### config.mk
export PLATFORM = sky130hd
export DESIGN_NAME = serial_adder
export DESIGN_NICKNAME = d
export VERILOG_FILES = /design/src/rtl/serial_adder.sv
export SDC_FILE = /design/constraint.sdc
export NUM_CORES = 1
export LEC_CHECK = 0
export ABC_AREA = 0
export BUFFER_PORTS_ARGS = -buffer_cell sky130_fd_sc_hd__buf_2
export CAP_MARGIN = 20
export CORE_UTILIZATION = 50
export DETAILED_ROUTE_END_ITERATION = 10
export GPL_ROUTABILITY_DRIVEN = 0
export MAX_ROUTING_LAYER = met4
export PLACE_DENSITY = 0.7
export SLEW_MARGIN = 20
export SYNTH_ARGS = -nofsm -noshare
export SYNTH_HDL_FRONTEND = slang
export SYNTH_SLANG_ARGS = --single-unit
### constraint.sdc
create_clock -name clk -period 1.9 [get_ports clk]
set_input_delay 0.095 -clock clk [delete_from_list [all_inputs] [get_ports clk]]
set_output_delay 0.095 -clock clk [all_outputs]
set_load 0.005 [all_outputs]
### src/rtl/serial_adder.sv
// ---------------------------------------------------------------------------
// serial_adder
//
// Bit-serial WIDTH-bit adder. Operands are captured on an accepted start,
// then one bit per clock is summed LSB-first by two cascaded half adders and
// a carry flip-flop. The result is transferred to sum/cout on the edge that
// processes the final bit, and a one-cycle done pulse follows.
//
// Optional feature macro: SERIAL_ADDER_SUB_EN
//   When defined, adds input 'sub'. With sub=1 the B operand is inverted and
//   the carry is preset to 1, giving a - b modulo 2^WIDTH (cout=1 -> no borrow).
//
// Parameters:
//   WIDTH  operand/result width in bits (2..32), default 8
//
// Ports:
//   clk    in   rising-edge clock
//   rst_n  in   asynchronous active-low reset
//   sub    in   subtract select (only with SERIAL_ADDER_SUB_EN)
//   start  in   request pulse, sampled only while idle
//   a, b   in   operands, sampled on the accepting edge
//   busy   out  high while bits are being processed
//   done   out  one-cycle pulse when sum/cout are valid
//   sum    out  result, held until overwritten by the next operation
//   cout   out  carry out of bit WIDTH-1, held with sum
// ---------------------------------------------------------------------------

// Combinational half adder used as the bit-slice building block.
//   i_x, i_y  in   addend bits
//   o_s       out  sum bit
//   o_c       out  carry bit
module halfadder (
  input  logic i_x,
  input  logic i_y,
  output logic o_s,
  output logic o_c
);

  assign o_s = i_x ^ i_y;
  assign o_c = i_x & i_y;

endmodule

module serial_adder #(
  parameter int unsigned WIDTH = 8
) (
  input  logic             clk,
  input  logic             rst_n,
`ifdef SERIAL_ADDER_SUB_EN
  input  logic             sub,
`endif
  input  logic             start,
  input  logic [WIDTH-1:0] a,
  input  logic [WIDTH-1:0] b,
  output logic             busy,
  output logic             done,
  output logic [WIDTH-1:0] sum,
  output logic             cout
);

  // One extra bit so the counter can never wrap before reaching WIDTH-1.
  localparam int unsigned CW = $clog2(WIDTH) + 1;
  localparam logic [CW-1:0] LAST_BIT = CW'(WIDTH - 1);

  typedef enum logic [1:0] {
    S_IDLE = 2'd0,
    S_ADD  = 2'd1,
    S_DONE = 2'd2
  } state_t;

  state_t           r_state;
  state_t           w_state_next;

  logic [WIDTH-1:0] r_a_sr;
  logic [WIDTH-1:0] r_b_sr;
  logic [WIDTH-1:0] r_res_sr;
  logic             r_carry;
  logic [CW-1:0]    r_cnt;
  logic [WIDTH-1:0] r_sum;
  logic             r_cout;

  logic             w_sub;
  logic [WIDTH-1:0] w_b_load;
  logic             w_load;
  logic             w_shift;
  logic             w_last;

  logic             w_s0;
  logic             w_c0;
  logic             w_bit;
  logic             w_c1;
  logic             w_carry_next;
  logic [WIDTH-1:0] w_res_next;

`ifdef SERIAL_ADDER_SUB_EN
  assign w_sub = sub;
`else
  assign w_sub = 1'b0;
`endif

  // Subtraction is a + ~b + 1: invert B at load time, preset the carry.
  assign w_b_load = w_sub ? ~b : b;

  // ---------------------------------------------------------------------
  // Bit slice: two half adders plus the carry flip-flop form a full adder.
  // ---------------------------------------------------------------------
  halfadder u_ha0 (
    .i_x (r_a_sr[0]),
    .i_y (r_b_sr[0]),
    .o_s (w_s0),
    .o_c (w_c0)
  );

  halfadder u_ha1 (
    .i_x (w_s0),
    .i_y (r_carry),
    .o_s (w_bit),
    .o_c (w_c1)
  );

  // The two half-adder carries can never both be 1, so OR is exact.
  assign w_carry_next = w_c0 | w_c1;

  // Result shifts in at the MSB; after WIDTH shifts it is fully aligned.
  assign w_res_next = {w_bit, r_res_sr[WIDTH-1:1]};

  assign w_last = (r_cnt == LAST_BIT);

  // ---------------------------------------------------------------------
  // FSM: state register
  // ---------------------------------------------------------------------
  always_ff @(posedge clk or negedge rst_n) begin
    if (!rst_n) begin
      r_state <= S_IDLE;
    end else begin
      r_state <= w_state_next;
    end
  end

  // ---------------------------------------------------------------------
  // FSM: next-state logic
  // ---------------------------------------------------------------------
  always_comb begin
    w_state_next = r_state;
    case (r_state)
      S_IDLE: begin
        if (start) begin
          w_state_next = S_ADD;
        end
      end
      S_ADD: begin
        if (w_last) begin
          w_state_next = S_DONE;
        end
      end
      S_DONE: begin
        w_state_next = S_IDLE;
      end
      default: begin
        w_state_next = S_IDLE;
      end
    endcase
  end

  // ---------------------------------------------------------------------
  // FSM: outputs and datapath controls
  // ---------------------------------------------------------------------
  always_comb begin
    busy    = 1'b0;
    done    = 1'b0;
    w_load  = 1'b0;
    w_shift = 1'b0;
    case (r_state)
      S_IDLE: begin
        w_load = start;
      end
      S_ADD: begin
        busy    = 1'b1;
        w_shift = 1'b1;
      end
      S_DONE: begin
        done = 1'b1;
      end
      default: begin
        busy = 1'b0;
      end
    endcase
  end

  // ---------------------------------------------------------------------
  // Datapath registers
  // ---------------------------------------------------------------------
  always_ff @(posedge clk or negedge rst_n) begin
    if (!rst_n) begin
      r_a_sr   <= '0;
      r_b_sr   <= '0;
      r_res_sr <= '0;
      r_carry  <= 1'b0;
      r_cnt    <= '0;
      r_sum    <= '0;
      r_cout   <= 1'b0;
    end else if (w_load) begin
      // sum/cout intentionally keep the previous result here.
      r_a_sr   <= a;
      r_b_sr   <= w_b_load;
      r_res_sr <= '0;
      r_carry  <= w_sub;
      r_cnt    <= '0;
    end else if (w_shift) begin
      r_a_sr   <= {1'b0, r_a_sr[WIDTH-1:1]};
      r_b_sr   <= {1'b0, r_b_sr[WIDTH-1:1]};
      r_res_sr <= w_res_next;
      r_carry  <= w_carry_next;
      r_cnt    <= r_cnt + CW'(1);
      if (w_last) begin
        r_sum  <= w_res_next;
        r_cout <= w_carry_next;
      end
    end
  end

  assign sum  = r_sum;
  assign cout = r_cout;

endmodule

# Yosys cells after proc, flatten, opt, wreduce, memory -nomap -nowiden
# Cells that the tools add are included.
# totals
wordCells,40
ff_bits,40
out_inout_bits,11
ramBits,0
mem_bits_ro,0
latch_bits,0
mem_count,0
# op_classes
n_shift,0
n_addsub,1
n_div,0
muxes,16
n_eq_ne,5
bitwise_logic,6
magnitude_cmp,0
n_mul,0
n_reduce_logical,4
# op_table
cell,n
$mux W8,6
$mux W4,2
$mux W1,5
$add A4 B1 Y4 const B,1
$eq A4 B3 Y1 const B,1
$mux W2,2
$ne A2 B2 Y1 const B,2
$pmux W2 S2,1
$reduce_and A3 Y1,1
$and A1 B1 Y1,2
$eq A2 B1 Y1 const B,1
$eq A2 B2 Y1 const B,1
$logic_not A2 Y1,1
$reduce_and A2 Y1,1
$reduce_bool A2 Y1,1
$xor A1 B1 Y1,2
$not A1 Y1,1
$or A1 B1 Y1,1

# Logic depth before layout (Yosys ltp)
# Gate-level depths: netlist of the first run.
# depth
depth_word,5
ltp_mapped,5

# Modules after synthesis
# A second synthesis of the first run with hierarchy kept.
# unflattened
cells_unflattened,154
hier_area_um2,1742.9
# by_module_without_submodules
module,instances,cells_per_inst,area_each_um2
serial_adder,1,152,1717.9
halfadder,2,1,12.5

# Worst setup path after synthesis of the first run
# OpenSTA, ideal clock, no wires.
# synth_timing
path_kind,reg-to-reg
startpoint,register r_cnt[0]
endpoint,"register r_cout, in the netlist cout"
slack_ns,0.471
setup_ns,0.125
arrival_ns,1.305
path_stages_with_launch,5
required_time_ns,1.775
path_cell_list,dfrtp_1 ha_1 nand2_1 nor3_4 mux2_2
# synth_via
elab_chain_len,2
# synth_rtl
item,line_no,rtl
start: declaration,78,logic [CW-1:0] r_cnt;
start signal: assignment,214,r_cnt <= r_cnt + CW'(1);
$eq A4 B3 Y1,127,assign w_last = (r_cnt == LAST_BIT);
$reduce_and A3 Y1 (no line),--,
end signal: assignment,217,r_cout <= w_carry_next;
end: declaration,80,logic r_cout;
# Every way passes these cells.
# A chain may end at the register's enable or synchronous reset.

# Final worst setup path of the first run
# layout_timing
startpoint,register r_cnt[0]
endpoint,"register r_sum[6], in the netlist sum[6]"
# layout_via
elab_chain_len,2
# layout_rtl
item,line_no,rtl
$eq A4 B3 Y1,127,
$reduce_and A3 Y1 (no line),--,
end signal: assignment,216,r_sum <= w_res_next;
end: declaration,79,logic [WIDTH-1:0] r_sum;
# Every way passes these cells.

==> metrics.csv, run 1 <==
metric,value,unit
Critical Path Start,r_cnt[0],
crit path DAT,1.86,ns
WL/cell,14.6,um
worst-skew pair later-pin latency,0.34,ns
Hold/Removal Path Class,primary input to flip-flop,
R2R cell count,4,
status,finished clean,
headroom to the max-slew limit,0.428,
PwrDens,1520,nW/um^2
Yosys reg bits,39,
final hold vios,0,
LEAKAGE,0.941,nW
die height,60.7,um
core area,3150,um^2
number of routed nets with antenna violations,0,
vias in the first global route,1204,
Register-to-Register Setup Slack,0.27,ns
CTS tree,yes,
Final period util,0.857,
max-slew violation count,0,
CP max FO,10,
hpwl dp,2170,um
part of the power in registers,0.452,
Num CTS Buffers,5,
DIE AREA,3680,um^2
I/O pins,30,
port bufs,29,
clock slew seen by the registers of the worst setup and hold paths,0.11,ns
Via density,5.57,
worst r2r dst,sum[6],
hold path depth,3,
syn nets,171,
layout cells sized above 1,0.288,
"Data required, critical path",2.13,ns
DRC viols,0,
via count of the routed design,1270,
Comb pwr share,0.363,
row count,20,
RSZ-0062 raised after global routing,false,
top layer in use,met4,
WS Path Type,flip-flop to flip-flop,
largest stage delay on the critical path,0.43,ns
global-route wire length before repair,5710,um
post-layout util,0.640,
maxcap violations,0,
Hold Path Sink,r_b_sr[2],
routed wl met3,174,um
Clock power frac,0.184,
slew at the pin with the worst max-slew slack,0.858,ns
Final setup viols,0,
final WL,3330,um
post-route cell area,2020,um^2
clk sinks,39,
Syn. warnings,0,
Worst Setup End Kind,flip-flop,
largest net degree at the start of global routing,40,
area grow syn2layout,17.1,%
# fillers,274,
Netlist Area Pre-Place,1720,um^2
switching pwr,0.00106,W
H-tree levels,2,
CTS root buf,clkbuf_4,
Critical R2R Launch,r_cnt[0],
global route overflow,0,
worst path cell trace,ha_1 -> nand2_1 -> nor3_4 -> mux2_2,
Critical-path top delay cell,nor3_4,
first-pass iteration count of the detailed router,4,
synth unique cells,23,
hold path start,b[2],
crit start category,flip-flop,
Post CTS Setup Buffer Count,0,
Period minus WS final,1.63,ns
M1 WL,1570,um
first-iteration detailed-routing DRC count,83,
Cell Int Power,0.00201,W
Total Nets Final,204,
placed cell areas,1920,um^2
total global-route track usage,0.222,
Fin Setup TNS,0,ns
synthesized instance count,150,
Die Span X,60.7,um
number of antenna cells inserted,0,
Worst Skew,0.00417,ns
"Seq/Total Area, Yosys",0.566,
Bufs on Longest Clock Path,2,
FMAX,614,MHz
Initial Util,0.546,
syn avg cell area,11.5,um^2
antenna violations before repair,0,
metal2 WL,1540,um
Switching Share,0.345,
peak supply drop,0.836,mV
critical path, delay by kind of cell (launching register included):
kind / cells / cell delay, ns
flip-flops: 1 / 0.40
multiplexers: 1 / 0.39
adder cells (fa/ha/maj): 1 / 0.20
AND/OR/NAND/NOR: 2 / 0.53
metal layers:
| metal | track usage | vias up |
|---|---|---|
| met5 | - | - |
| met4 | 0.0682 | 0 |
| met1 | 0.320 | 622 |
| met2 | 0.309 | 33 |
| met3 | 0.0576 | 4 |
| li1 | - | 611 |
registers in the layout, summed over array words and instances (netlist names):
name,count
r_b_sr,8
r_res_sr,7
r_a_sr,8
cout,1
r_carry,1
r_cnt,4
r_state,2
sum,8
cell families (layout without fill, tap and decap cells):
family,Yosys count,after routing,share of synthesized area
muxes,10,10,0.0646
AOI/OAI and AO/OA,56,56,0.208
buffers and inverters,10,44,0.0254
adders and majority gates,2,2,0.0189
DFF,39,39,0.566
and+or+nand+nor,33,33,0.117
cell usage after synthesis:
cell	instances	area share
a21oi_1	15	0.044
a221o_1	1	0.0058
a22o_1	10	0.051
a22oi_1	13	0.057
buf_2	5	0.015
clkbuf_1	4	0.0087
dfrtp_1	39	0.57
fa_1	1	0.012
ha_1	1	0.0073
inv_1	1	0.0022
mux2_2	9	0.059
mux2i_1	1	0.0058
nand2_1	7	0.015
nand2b_1	2	0.0073
nand2b_4	1	0.0080
nand3_1	3	0.0087
nand3b_1	1	0.0044
nor2_1	1	0.0022
nor2b_1	16	0.058
nor3_4	1	0.0094
o21ai_0	16	0.046
o21bai_1	1	0.0044
or3_1	1	0.0036
per-stage QoR:
| stage | cells | hold WS [ns] | setup WS (ns) | total power (W) |
|---|---|---|---|---|
| after global routing | 228 | 0.0295 | 0.146 | 0.00332 |
| after global placement | 219 | 0.248 | 0.357 | 0.00248 |
| final | 228 | 0.0410 | 0.272 | 0.00307 |
| after detailed placement | 219 | 0.248 | 0.293 | 0.00253 |
| after floorplan | 150 | -0.201 | 0.471 | 0.00216 |
| after CTS | 228 | 0.0292 | 0.276 | 0.00311 |
how the worst max path moves through the flow:
| stage | end |
|---|---|
| after floorplan | cout |
| after global placement | sum[3] |
| final | sum[6] |
| after CTS | sum[6] |
| after detailed placement | sum[4] |
| after global routing | sum[4] |
power by group through the flow:
stage	registers (W)	logic, W	clock network, W
2_1_floorplan	0.00137	0.000790	0
3_3_place_gp	0.00139	0.00108	0
3_5_place_dp	0.00141	0.00112	0
4_1_cts	0.00139	0.00113	0.000589
5_1_grt	0.00144	0.00126	0.000622
6_report	0.00139	0.00112	0.000567
placed cells by master (no fill, tap or decap), types with 2 or more instances in the layout:
| cell | Yosys | routed |
|---|---|---|
| a22o_1 | 10 | 10 |
| nand2_1 | 7 | 7 |
| a22oi_1 | 13 | 13 |
| o21ai_0 | 16 | 16 |
| nand2b_1 | 2 | 2 |
| nor2b_1 | 16 | 16 |
| mux2_2 | 9 | 9 |
| nand3_1 | 3 | 3 |
| dfrtp_1 | 39 | 39 |
| a21oi_1 | 15 | 15 |
| buf_2 | 5 | 29 |
| buf_4 | 0 | 5 |
| clkbuf_4 | 0 | 5 |
layout make-up:
| type | count | area [um^2] | area share |
|---|---|---|---|
| inverters | 1 | 3.75 | 0.00186 |
| flip-flops and latches | 39 | 976 | 0.484 |
| clock inverters | 2 | 35.0 | 0.0174 |
| well taps | 44 | 55.1 | 0.0273 |
| repair buffers | 35 | 193 | 0.0955 |
| multi-input cells | 101 | 703 | 0.349 |
| clock buffers | 6 | 51.3 | 0.0254 |
timing repair:
action | 4_1_cts | 5_1_grt
hold endpoints to repair | 39 | 0
resized for setup | 0 | 0
hold buffers | 1 | 0
No activity file was read; power rests on OpenSTA's default activity.
==> run 2: changes to the inputs <==
Settings changed: CTS_BUF_LIST from default to sky130_fd_sc_hd__clkbuf_16.
==> metrics.csv, run 2 (synthesis gave the netlist of run 1 again) <==
metric,value,unit
max-slew violation count,0,
WL/cell,14.9,um
Final setup viols,0,
die height,60.7,um
final WL,3390,um
number of antenna cells inserted,0,
Fin Setup TNS,0,ns
largest net degree at the start of global routing,40,
CTS root buf,clkbuf_16,
via count of the routed design,1276,
worst-skew pair later-pin latency,0.27,ns
most frequent cells in the layout,"dfrtp_1 (39), buf_2 (29), nor2b_1 (16), o21ai_0 (16), a21oi_1 (15)",
Worst Skew,0.00272,ns
first-pass iteration count of the detailed router,4,
LEAKAGE,0.974,nW
Num CTS Buffers,5,
DRC viols,0,
# fillers,261,
antenna violations before repair,0,
placed insts,219,
"Data required, critical path",2.06,ns
port bufs,29,
CTS tree,yes,
Post CTS Setup Buffer Count,0,
Hold Path Sink,r_b_sr[3],
peak supply drop,0.985,mV
largest stage delay on the critical path,0.42,ns
I/O pins,30,
total global-route track usage,0.226,
Hold/Removal Path Class,primary input to flip-flop,
worst r2r dst,sum[6],
slew at the pin with the worst max-slew slack,0.860,ns
post-route insts no fill,228,
post-cts resize count,0,
"commonest non-fill, non-tap cell in the layout",dfrtp_1,
H-tree levels,2,
status,finished clean,
CTS Hold Bufs,1,
hpwl dp,2170,um
hold path start,b[3],
hold slack,0.110,ns
Critical-path top delay cell,nor3_4,
Multi-input gate area,703,um^2
FMAX,619,MHz
Worst Setup End Kind,flip-flop,
Critical R2R Launch,r_cnt[0],
Via density,5.60,
crit start category,flip-flop,
clock slew seen by the registers of the worst setup and hold paths,0.05,ns
PwrDens,1640,nW/um^2
crit path DAT,1.77,ns
worst path cell trace,ha_1 -> nand2_1 -> nor3_4 -> mux2_2,
layout cells sized above 1,0.283,
area grow syn2layout,21.6,%
DIE AREA,3680,um^2
post-layout util,0.664,
Period minus WS final,1.61,ns
Worst Path Buf+Inv,0,
first-iteration detailed-routing DRC count,77,
Register-to-Register Setup Slack,0.29,ns
clk sinks,39,
crit-path leading delay family,simple AND/OR/NAND/NOR gates,
CP max FO,10,
maxcap violations,0,
WS Path Type,flip-flop to flip-flop,
row count,20,
Die Span X,60.7,um
number of routed nets with antenna violations,0,
core area,3150,um^2
vias in the first global route,1217,
headroom to the max-slew limit,0.427,
Final period util,0.850,
Bufs on Longest Clock Path,2,
hold path depth,3,
Reg area,976,um^2
RSZ-0062 raised after global routing,false,
final hold vios,0,
global route overflow,0,
R2R cell count,4,
Total Nets Final,204,
Initial Util,0.546,
global-route wire length before repair,5790,um
## run 2: worst max-delay path by stage
stage	end	depth (start not counted)	from
after floorplan	cout	4	r_cnt[0]
after global placement	sum[3]	4	r_cnt[0]
after detailed placement	sum[4]	4	r_cnt[0]
after CTS	sum[4]	4	r_cnt[0]
after global routing	sum[4]	4	r_cnt[0]
final	sum[6]	4	r_cnt[0]
## run 2: stage by stage
| stage | area (um^2) | power (W) | worst slack (ns) |
|---|---|---|---|
| finish | 2090 | 0.00343 | 0.285 |
| global route | 2090 | 0.00367 | 0.159 |
| CTS | 2090 | 0.00346 | 0.284 |
| detailed placement | 1920 | 0.00253 | 0.293 |
| global placement | 1920 | 0.00248 | 0.357 |
| floorplan | 1720 | 0.00216 | 0.471 |
## run 2: cell type report
class,count,area share
clock buffer,5,0.0597
clock inverter,3,0.0185
inverter,1,0.00179
multi-input combinational,101,0.336
sequential,39,0.466
tap,44,0.0263
timing repair buffer,35,0.0920
## run 2: power breakdown
| part | internal [W] | switching [W] |
|---|---|---|
| logic | 0.000549 | 0.000573 |
| registers | 0.00116 | 0.000237 |
| clock network | 0.000611 | 0.000297 |
## run 2: per-layer routing
layer	global-route usage	share of wire	vias to the layer above
met3	0.0512	0.045	4
met5	-	0	-
li1	-	-	608
met1	0.322	0.47	629
met4	0.0779	0.011	0
met2	0.319	0.48	35
## run 2: worst min-delay path, stage by stage
cell     delay [ns]
buf_2          0.08
a21oi_1        0.04
o21ai_0        0.13
